**src/rtl/uart_pkg.sv**
```systemverilog
// Shared definitions for the UART receive path: FSM encoding, oversampling
// constants and the parity mode encodings.
package uart_pkg;

  typedef enum logic [2:0] {
    IDLE  = 3'd0,
    START = 3'd1,
    DATA  = 3'd2,
    PAR   = 3'd3,
    STOP  = 3'd4
  } rx_state_t;

  localparam int OVERSAMPLE = 16;
  localparam int MID_SAMPLE = 7;

  localparam int PAR_NONE = 0;
  localparam int PAR_EVEN = 1;
  localparam int PAR_ODD  = 2;

  // data_xor is the XOR of all data bits; the result is 1 when the received
  // parity bit disagrees with the configured mode.
  function automatic logic parity_mismatch(input logic data_xor,
                                           input logic par_bit,
                                           input int   mode);
    logic odd_total;
    odd_total = data_xor ^ par_bit;
    if (mode == PAR_EVEN) begin
      return odd_total;
    end else if (mode == PAR_ODD) begin
      return ~odd_total;
    end
    return 1'b0;
  endfunction

endpackage

```
**src/rtl/uart_rx_sync.sv**
```systemverilog
// Two-flop synchroniser for an asynchronous, idle-high serial input.
// Both flops reset to 1 so a line that idles high never looks like a start bit.
module uart_rx_sync (
  input  logic clk,
  input  logic reset,
  input  logic d,
  output logic q
);

  logic meta_q;
  logic sync_q;

  // NOTE: sequential state uses non-blocking assignments so every flop samples
  // the pre-edge value of its neighbour; blocking here would collapse the chain.
  always_ff @(posedge clk or negedge reset) begin
    if (!reset) begin
      meta_q <= 1'b1;
      sync_q <= 1'b1;
    end else begin
      meta_q <= d;
      sync_q <= meta_q;
    end
  end

  assign q = sync_q;

endmodule

```
**src/rtl/uart_receiver.sv**
```systemverilog
// 16x-oversampled UART receive engine: qualifies the start bit, samples each
// bit mid-cell and presents the word with a one-cycle done pulse and flags.
module uart_receiver
  import uart_pkg::*;
#(
  parameter int DBIT    = 8,
  parameter int SB_TICK = 16,
  parameter int PARITY  = PAR_NONE
) (
  input  logic            clk,
  input  logic            reset,
  input  logic            s_tick,
  input  logic            rx,
  output logic [DBIT-1:0] rx_dout,
  output logic            rx_done_tick,
  output logic            frame_err,
  output logic            parity_err
);

  localparam int S_W = (SB_TICK > OVERSAMPLE) ? 5 : 4;
  localparam int N_W = (DBIT > 1) ? $clog2(DBIT) : 1;

  localparam logic [S_W-1:0] S_MID  = S_W'(MID_SAMPLE);
  localparam logic [S_W-1:0] S_LAST = S_W'(OVERSAMPLE - 1);
  localparam logic [S_W-1:0] S_STOP = S_W'(SB_TICK - 1);
  localparam logic [N_W-1:0] N_LAST = N_W'(DBIT - 1);

  logic rx_s;

  rx_state_t       state_q,      state_d;
  logic [S_W-1:0]  s_cnt_q,      s_cnt_d;
  logic [N_W-1:0]  n_cnt_q,      n_cnt_d;
  logic [DBIT-1:0] b_q,          b_d;
  logic            par_bit_q,    par_bit_d;
  logic            break_hold_q, break_hold_d;
  logic [DBIT-1:0] dout_q,       dout_d;
  logic            done_q,       done_d;
  logic            ferr_q,       ferr_d;
  logic            perr_q,       perr_d;

  uart_rx_sync u_sync (
    .clk   (clk),
    .reset (reset),
    .d     (rx),
    .q     (rx_s)
  );

  always_ff @(posedge clk or negedge reset) begin
    if (!reset) begin
      state_q      <= IDLE;
      s_cnt_q      <= '0;
      n_cnt_q      <= '0;
      b_q          <= '0;
      par_bit_q    <= 1'b0;
      break_hold_q <= 1'b0;
      dout_q       <= '0;
      done_q       <= 1'b0;
      ferr_q       <= 1'b0;
      perr_q       <= 1'b0;
    end else begin
      state_q      <= state_d;
      s_cnt_q      <= s_cnt_d;
      n_cnt_q      <= n_cnt_d;
      b_q          <= b_d;
      par_bit_q    <= par_bit_d;
      break_hold_q <= break_hold_d;
      dout_q       <= dout_d;
      done_q       <= done_d;
      ferr_q       <= ferr_d;
      perr_q       <= perr_d;
    end
  end

  // NOTE: every signal written below gets a hold/default value first, so no
  // path through the case statement can leave one unassigned and infer a latch.
  always_comb begin
    state_d      = state_q;
    s_cnt_d      = s_cnt_q;
    n_cnt_d      = n_cnt_q;
    b_d          = b_q;
    par_bit_d    = par_bit_q;
    break_hold_d = break_hold_q;
    dout_d       = dout_q;
    done_d       = 1'b0;
    ferr_d       = ferr_q;
    perr_d       = perr_q;

    // A frame that ended on a low line (break) must see the line high again
    // before the next falling edge may count as a start bit.
    if (rx_s) begin
      break_hold_d = 1'b0;
    end

    unique case (state_q)
      IDLE: begin
        if (!rx_s && !break_hold_q) begin
          state_d = START;
          s_cnt_d = '0;
        end
      end

      START: begin
        if (s_tick) begin
          if (s_cnt_q == S_MID) begin
            if (!rx_s) begin
              state_d = DATA;
              s_cnt_d = '0;
              n_cnt_d = '0;
            end else begin
              state_d = IDLE;
            end
          end else begin
            s_cnt_d = s_cnt_q + 1'b1;
          end
        end
      end

      DATA: begin
        if (s_tick) begin
          if (s_cnt_q == S_LAST) begin
            b_d     = {rx_s, b_q[DBIT-1:1]};
            s_cnt_d = '0;
            if (n_cnt_q == N_LAST) begin
              if (PARITY != PAR_NONE) begin
                state_d = PAR;
              end else begin
                state_d = STOP;
              end
            end else begin
              n_cnt_d = n_cnt_q + 1'b1;
            end
          end else begin
            s_cnt_d = s_cnt_q + 1'b1;
          end
        end
      end

      PAR: begin
        if (s_tick) begin
          if (s_cnt_q == S_LAST) begin
            par_bit_d = rx_s;
            state_d   = STOP;
            s_cnt_d   = '0;
          end else begin
            s_cnt_d = s_cnt_q + 1'b1;
          end
        end
      end

      STOP: begin
        if (s_tick) begin
          if (s_cnt_q == S_STOP) begin
            state_d      = IDLE;
            dout_d       = b_q;
            ferr_d       = ~rx_s;
            perr_d       = parity_mismatch(^b_q, par_bit_q, PARITY);
            done_d       = 1'b1;
            break_hold_d = ~rx_s;
          end else begin
            s_cnt_d = s_cnt_q + 1'b1;
          end
        end
      end

      default: begin
        state_d = IDLE;
      end
    endcase
  end

  assign rx_dout      = dout_q;
  assign rx_done_tick = done_q;
  assign frame_err    = ferr_q;
  assign parity_err   = perr_q;

endmodule

```
**config.mk**
```make
export PLATFORM = sky130hd
export DESIGN_NAME = uart_receiver
export DESIGN_NICKNAME = d
export VERILOG_FILES = /design/src/rtl/uart_pkg.sv /design/src/rtl/uart_rx_sync.sv /design/src/rtl/uart_receiver.sv
export SDC_FILE = /design/constraint.sdc
export NUM_CORES = 1
export LEC_CHECK = 0
export CORE_MARGIN = 5
export CORE_UTILIZATION = 30
export DETAILED_ROUTE_END_ITERATION = 12
export PLACE_DENSITY = 0.51
export SLEW_MARGIN = 20
export SYNTH_ARGS = -nofsm -noshare
export SYNTH_HDL_FRONTEND = slang
export SYNTH_SLANG_ARGS = --single-unit
```
**constraint.sdc**
```tcl
create_clock -name clk -period 1.6 [get_ports clk]
set_input_delay 0.24 -clock clk [delete_from_list [all_inputs] [get_ports clk]]
set_output_delay 0.24 -clock clk [all_outputs]
set_load 0.02 [all_outputs]
```
======== Yosys cells after proc, flatten, opt, wreduce, memory -nomap -nowiden ========
Cells that the tools add are included.
cells by class
  $add $sub $neg .......................... 2
  muxes and demuxes ....................... 35
  eq/ne operators ......................... 22
  bitwise logic cells ..................... 1
  reduce and logical (&&, ||, !) cells .... 12
operator list
  kind                                                             number
  3-bit 2-to-1 mux                                                 16
  4-bit 2-to-1 mux                                                 8
  2-bit != test, second input constant                             13
  4-bit case mux with 4 select lines                               1
  3-bit case mux with 5 select lines                               1
  7-bit AND reduction                                              2
  10-bit AND reduction                                             1
  1-bit 2-to-1 mux                                                 7
  3-bit by 2-bit == test with 1-bit output, second input constant  2
  3-bit == test, second input constant                             2
  3-bit case mux with 2 select lines                               1
  3-bit AND reduction                                              2
  4-bit by 1-bit adder with 4-bit output, second input constant    1
  4-bit by 3-bit == test with 1-bit output, second input constant  1
  4-bit == test, second input constant                             1
  4-bit nonzero test                                               1
  3-bit by 1-bit adder with 3-bit output, second input constant    1
  3-bit by 1-bit == test with 1-bit output, second input constant  1
  3-bit logical NOT                                                1
  3-bit != test, second input constant                             1
  1-bit logical NOT                                                2
  2-bit 2-to-1 mux                                                 1
  2-bit by 1-bit != test with 1-bit output, second input constant  1
  2-bit nonzero test                                               1
  other kinds (3)                                                  3
storage, ports and cells
  register bits ........................... 31
  output and inout bits ................... 11

======== Depth between registers and ports, before layout ========
  word-level depth ........................ 5
  gate-level depth with buffers ........... 6
  mapped depth without buffers ............ 6

======== Modules after synthesis ========
From an unflattened synthesis, not the netlist that was laid out.
second synthesis, totals
  cells, all modules ...................... 137
  area, all modules ....................... 1480.2 µm²
modules (own cells, without submodules)
  module         cells an instance  times used  area each (µm²)
  uart_receiver  135                1           1427.6
  uart_rx_sync   2                  1           52.6

======== Worst setup path after synthesis ========
OpenSTA, ideal clock, no wires.
  path kind ............................... register to register
  start point ............................. reg s_cnt_q[0]
  end point ............................... reg n_cnt_q[0]
  stages on the path, launching flop included .. 6
  required time ........................... 1475 ps
  library setup time ...................... 125 ps
  arrival time ............................ 1588 ps
  path slack .............................. -113 ps
  period minus slack after synthesis ...... 1713 ps
  cells stage by stage .................... dfrtp_1 > ha_1 > and3_1 > and3_1 > o21ai_0 > mux2_2
on the way
  longest elaborated chain between the ends .. 3
RTL lines
  element                                                                           RTL line                                    text
  from (decl)                                                                       uart_receiver.sv:31                         logic [S_W-1:0] s_cnt_q, s_cnt_d;
  from (signal assigned)                                                            uart_receiver.sv:62                         s_cnt_q <= s_cnt_d;
  4-bit == test / 4-bit by 3-bit == test with 1-bit output (equally long branches)  uart_receiver.sv:120, uart_receiver.sv:104
  2-bit != test (no source line)                                                    n/a
  7-bit AND reduction (no source line) *                                            n/a
  to (signal assigned)                                                              uart_receiver.sv:63                         n_cnt_q <= n_cnt_d;
  to (decl)                                                                         uart_receiver.sv:32                         logic [N_W-1:0] n_cnt_q, n_cnt_d;
Every way passes the cells marked *; elsewhere a longest branch is shown, timed or not.
A chain may end at the register's enable or synchronous reset.

======== Worst setup path after layout ========
  start point ............................. reg u_sync.sync_q (netlist: u_sync.q)
  end point ............................... reg s_cnt_q[1]
on the way
  longest elaborated chain between the ends .. 4
RTL lines
  element                                 RTL line             text
  from (decl)                             uart_rx_sync.sv:11   logic sync_q;
  from (signal assigned)                  uart_rx_sync.sv:21   sync_q <= meta_q;
  1-bit logical NOT                       n/a
  1-bit logical AND                       uart_receiver.sv:96  if (!rx_s && !break_hold_q) begin
  2-bit != test (no source line)          n/a
  7-bit AND reduction (no source line) *  n/a
Marked as above.

==> results_dict.tcl <==
set metrics [dict create \
    rr_worst_depth 4 \
    path_cells "or4_4 -> a21o_1 -> o21ai_4 -> mux2_4" \
    setup_ws_ns -0.131 \
    grt_max_degree 32 \
    syn-num-nets 128 \
    clkTransAtPathRegs_ns 0.07 \
    ys_warn_count 0 \
    ant_nets 0 \
    max-vdd-ir-drop_v 0.000503 \
    clk_latency_ns 0.28 \
    reg2reg_to "s_cnt_q[1]" \
    start_kind "flip-flop" \
    yosysTopAreaCellShare_pct 49.3 \
    critical_path_class "reg2reg" \
    cts_buffer_depth 2 \
    grt_pass1_vias 1194 \
    syn_area_um2 1470 \
    synth_top_flop_cell "dfrtp_1" \
    synth_cell_types 38 \
    initial_utilization_pct 31.0 \
    place_ws_ns -0.182 \
    r2r-start "u_sync.q" \
    skew_ns 0.00787 \
    ys_ff_latch 31 \
    powerDensity_nw_per_um2 1260 \
    cts.sinks 31 \
    grt_pass1_wl_um 5390 \
    hold_viol 0 \
    post-route-util_pct 46.5 \
    r2r_slack_ns -0.13 \
    first_pass_iters 4 \
    crit_path_max_fanout 4 \
    fin_nets 174 \
    port_buffers 13 \
    yosysSeqAreaShare_pct 52.8 \
    final-instance-count-excl-fill 235 \
    grt_use_total_pct 11.0 \
    violations "negative setup slack" \
    clock.fmax_mhz 578 \
    row_count 25 \
    io_pins 15 \
    cts_tree "yes" \
    hp-class "in2async" \
    antenna_found_initial 0 \
    drt_iter0_drc 55 \
    post-place-cells 221 \
    fillCellCount 424 \
    areaGrowthSynthToFinish_pct 50.0 \
    die_w_um 80.1 \
    core_area_um2 4750 \
    gr-total-overflow 0 \
    holdWs_ns 0.335 \
    required_ns 1.76 \
    seqCellArea_um2 778 \
    drt-vias-per-instance 4.57 \
    dpl.hpwl_um 2050 \
    worstSetupStartpoint "u_sync.q" \
    die_area_um2 6410 \
    status "finished with violations" \
    p_leak_nw 1.00 \
    fin_total_pwr_mw 2.77 \
    critPathBufInv 0 \
    setup_violations 18 \
    slew_viol_final 0 \
    synthTopCellsByArea "dfrtp_1 49%, mux2_2 16%, dfstp_2 3.6%" \
    arrival_ns 1.89 \
    dieHeight_um 80.1 \
    gp_congestion 0.775 \
    syn_avg_cell_area_um2 12.2 \
    antenna_cells 0 \
    maxCapViolCount 0 \
    multi_input_area_um2 797 \
    yosys.area.top_type "dfrtp_1" \
    crit_family "simple AND/OR/NAND/NOR gates" \
    finalCriticalPeriod_ns 1.73 \
    rsz0062_at_grt "yes" \
    wl_um 3210 \
    wl_per_cell_um 13.7 \
    cts_made_buffers 5 \
    vias 1075 \
    drive_above_1_share_pct 53.0 \
    root_buffer "clkbuf_8" \
    netlist_instances 121 \
    cts_max_level 2 \
    synth_edf_count 0 \
    end_kind "flip-flop" \
    fin_crit_sh_pct 108 \
    slowest_stage "or4_4" \
    async_flop_share_pct 100 \
    remaining_drc_errors 0 \
    critical-path-max-stage-delay_ns 0.53 \
]
[kinds of logic (layout without fill, tap and decap cells)]
| family | after synthesis | count (layout) | synth area share (%) |
|---|---|---|---|
| compound gates | 14 | 14 | 7.99 |
| xor+xnor | 1 | 1 | 0.595 |
| buf+inv | 11 | 58 | 3.57 |
| mux | 24 | 24 | 18.3 |
| other cells | 1 | 1 | 0.255 |
| fa+ha+maj | 3 | 3 | 2.55 |
| flops | 31 | 31 | 52.8 |
| simple gates | 36 | 36 | 13.9 |
[final cells by class]
type | count | share of cell area [%]
multi-input combinational | 79 | 36.1
sequential | 31 | 35.2
inverter | 6 | 1.02
tap | 67 | 3.79
timing repair buffer | 44 | 19.2
clock buffer | 7 | 4.36
clock inverter | 1 | 0.340
[state kept, by name, indices dropped and copies added, names as in the netlist]
name and cells:
n_cnt_q 3, rx_dout 8, s_cnt_q 4, u_sync.meta_q 1
b_q 8, break_hold_q 1, frame_err 1, u_sync.q 1
state_q 3, rx_done_tick 1
[how the worst max path moves through the flow]
stage / endpoint / depth (start not counted)
2_1_floorplan: s_cnt_q[0] / 4
3_3_place_gp: state_q[0] / 6
3_5_place_dp: s_cnt_q[1] / 5
4_1_cts: s_cnt_q[1] / 4
5_1_grt: s_cnt_q[1] / 4
6_report: s_cnt_q[1] / 4
[repair_timing]
action                                  in CTS  in global routing
endpoints found under the setup margin      26                 26
resized for setup                           25                 10
pin swaps                                   12                 10
gates cloned                                 1                  0
setup buffers                                2                  3
hold buffers                                 0                  0
endpoints found under the hold margin        0                  0
[cells in the final DEF (no fill, tap or decap), types with 2 or more instances in the layout]
cell type	count
nor2_2	2
dfrtp_1	29
nor2_4	2
inv_1	6
nand3b_1	2
nor3b_2	2
dfstp_2	2
nand3_1	3
mux2_4	7
buf_12	3
o2bb2ai_1	2
buf_4	26
clkbuf_8	7
nor2_1	9
o21ai_0	3
mux2_2	16
and3_4	2
o21ai_4	2
clkdlybuf4s50_1	13
ha_4	2
and3_1	2
[per-stage QoR]
step	setup TNS [ns]	area [um^2]
after floorplan	-0.187	1480
after global placement	-2.13	1890
after detailed placement	-2.20	1890
after CTS	-1.06	2140
after global routing	-2.44	2210
final	-1.23	2210
[where the power goes]
| group | switching [mW] | internal [mW] | total, mW |
|---|---|---|---|
| logic | 0.491 | 0.663 | 1.15 |
| clock network | 0.286 | 0.391 | 0.677 |
| registers | 0.0846 | 0.858 | 0.943 |
[layer usage]
metal | wire length (um) | share of wire [%] | up-vias | GRT usage (%)
met5 | 0 | 0 | - | 0
met3 | 102 | 3.2 | 2 | 3.48
li1 | - | - | 523 | -
met4 | 18 | 0.56 | 0 | 5.07
met2 | 1540 | 48 | 16 | 17.7
met1 | 1550 | 48 | 534 | 13.3
[cell usage after synthesis (all sizes together), types with 3 or more instances]
cell type,number
mux2,23
dfrtp,29
inv,6
buf,5
nor3b,3
nor2,13
ha,3
and3,4
o21ai,5
nand3,3
[worst reg2reg max path, cell delays in order, from the launching register on]
cell,delay [ns]
dfstp_2,0.39
or4_4,0.53
a21o_1,0.20
o21ai_4,0.18
mux2_4,0.31
Power figures use the tool's default switching activity.
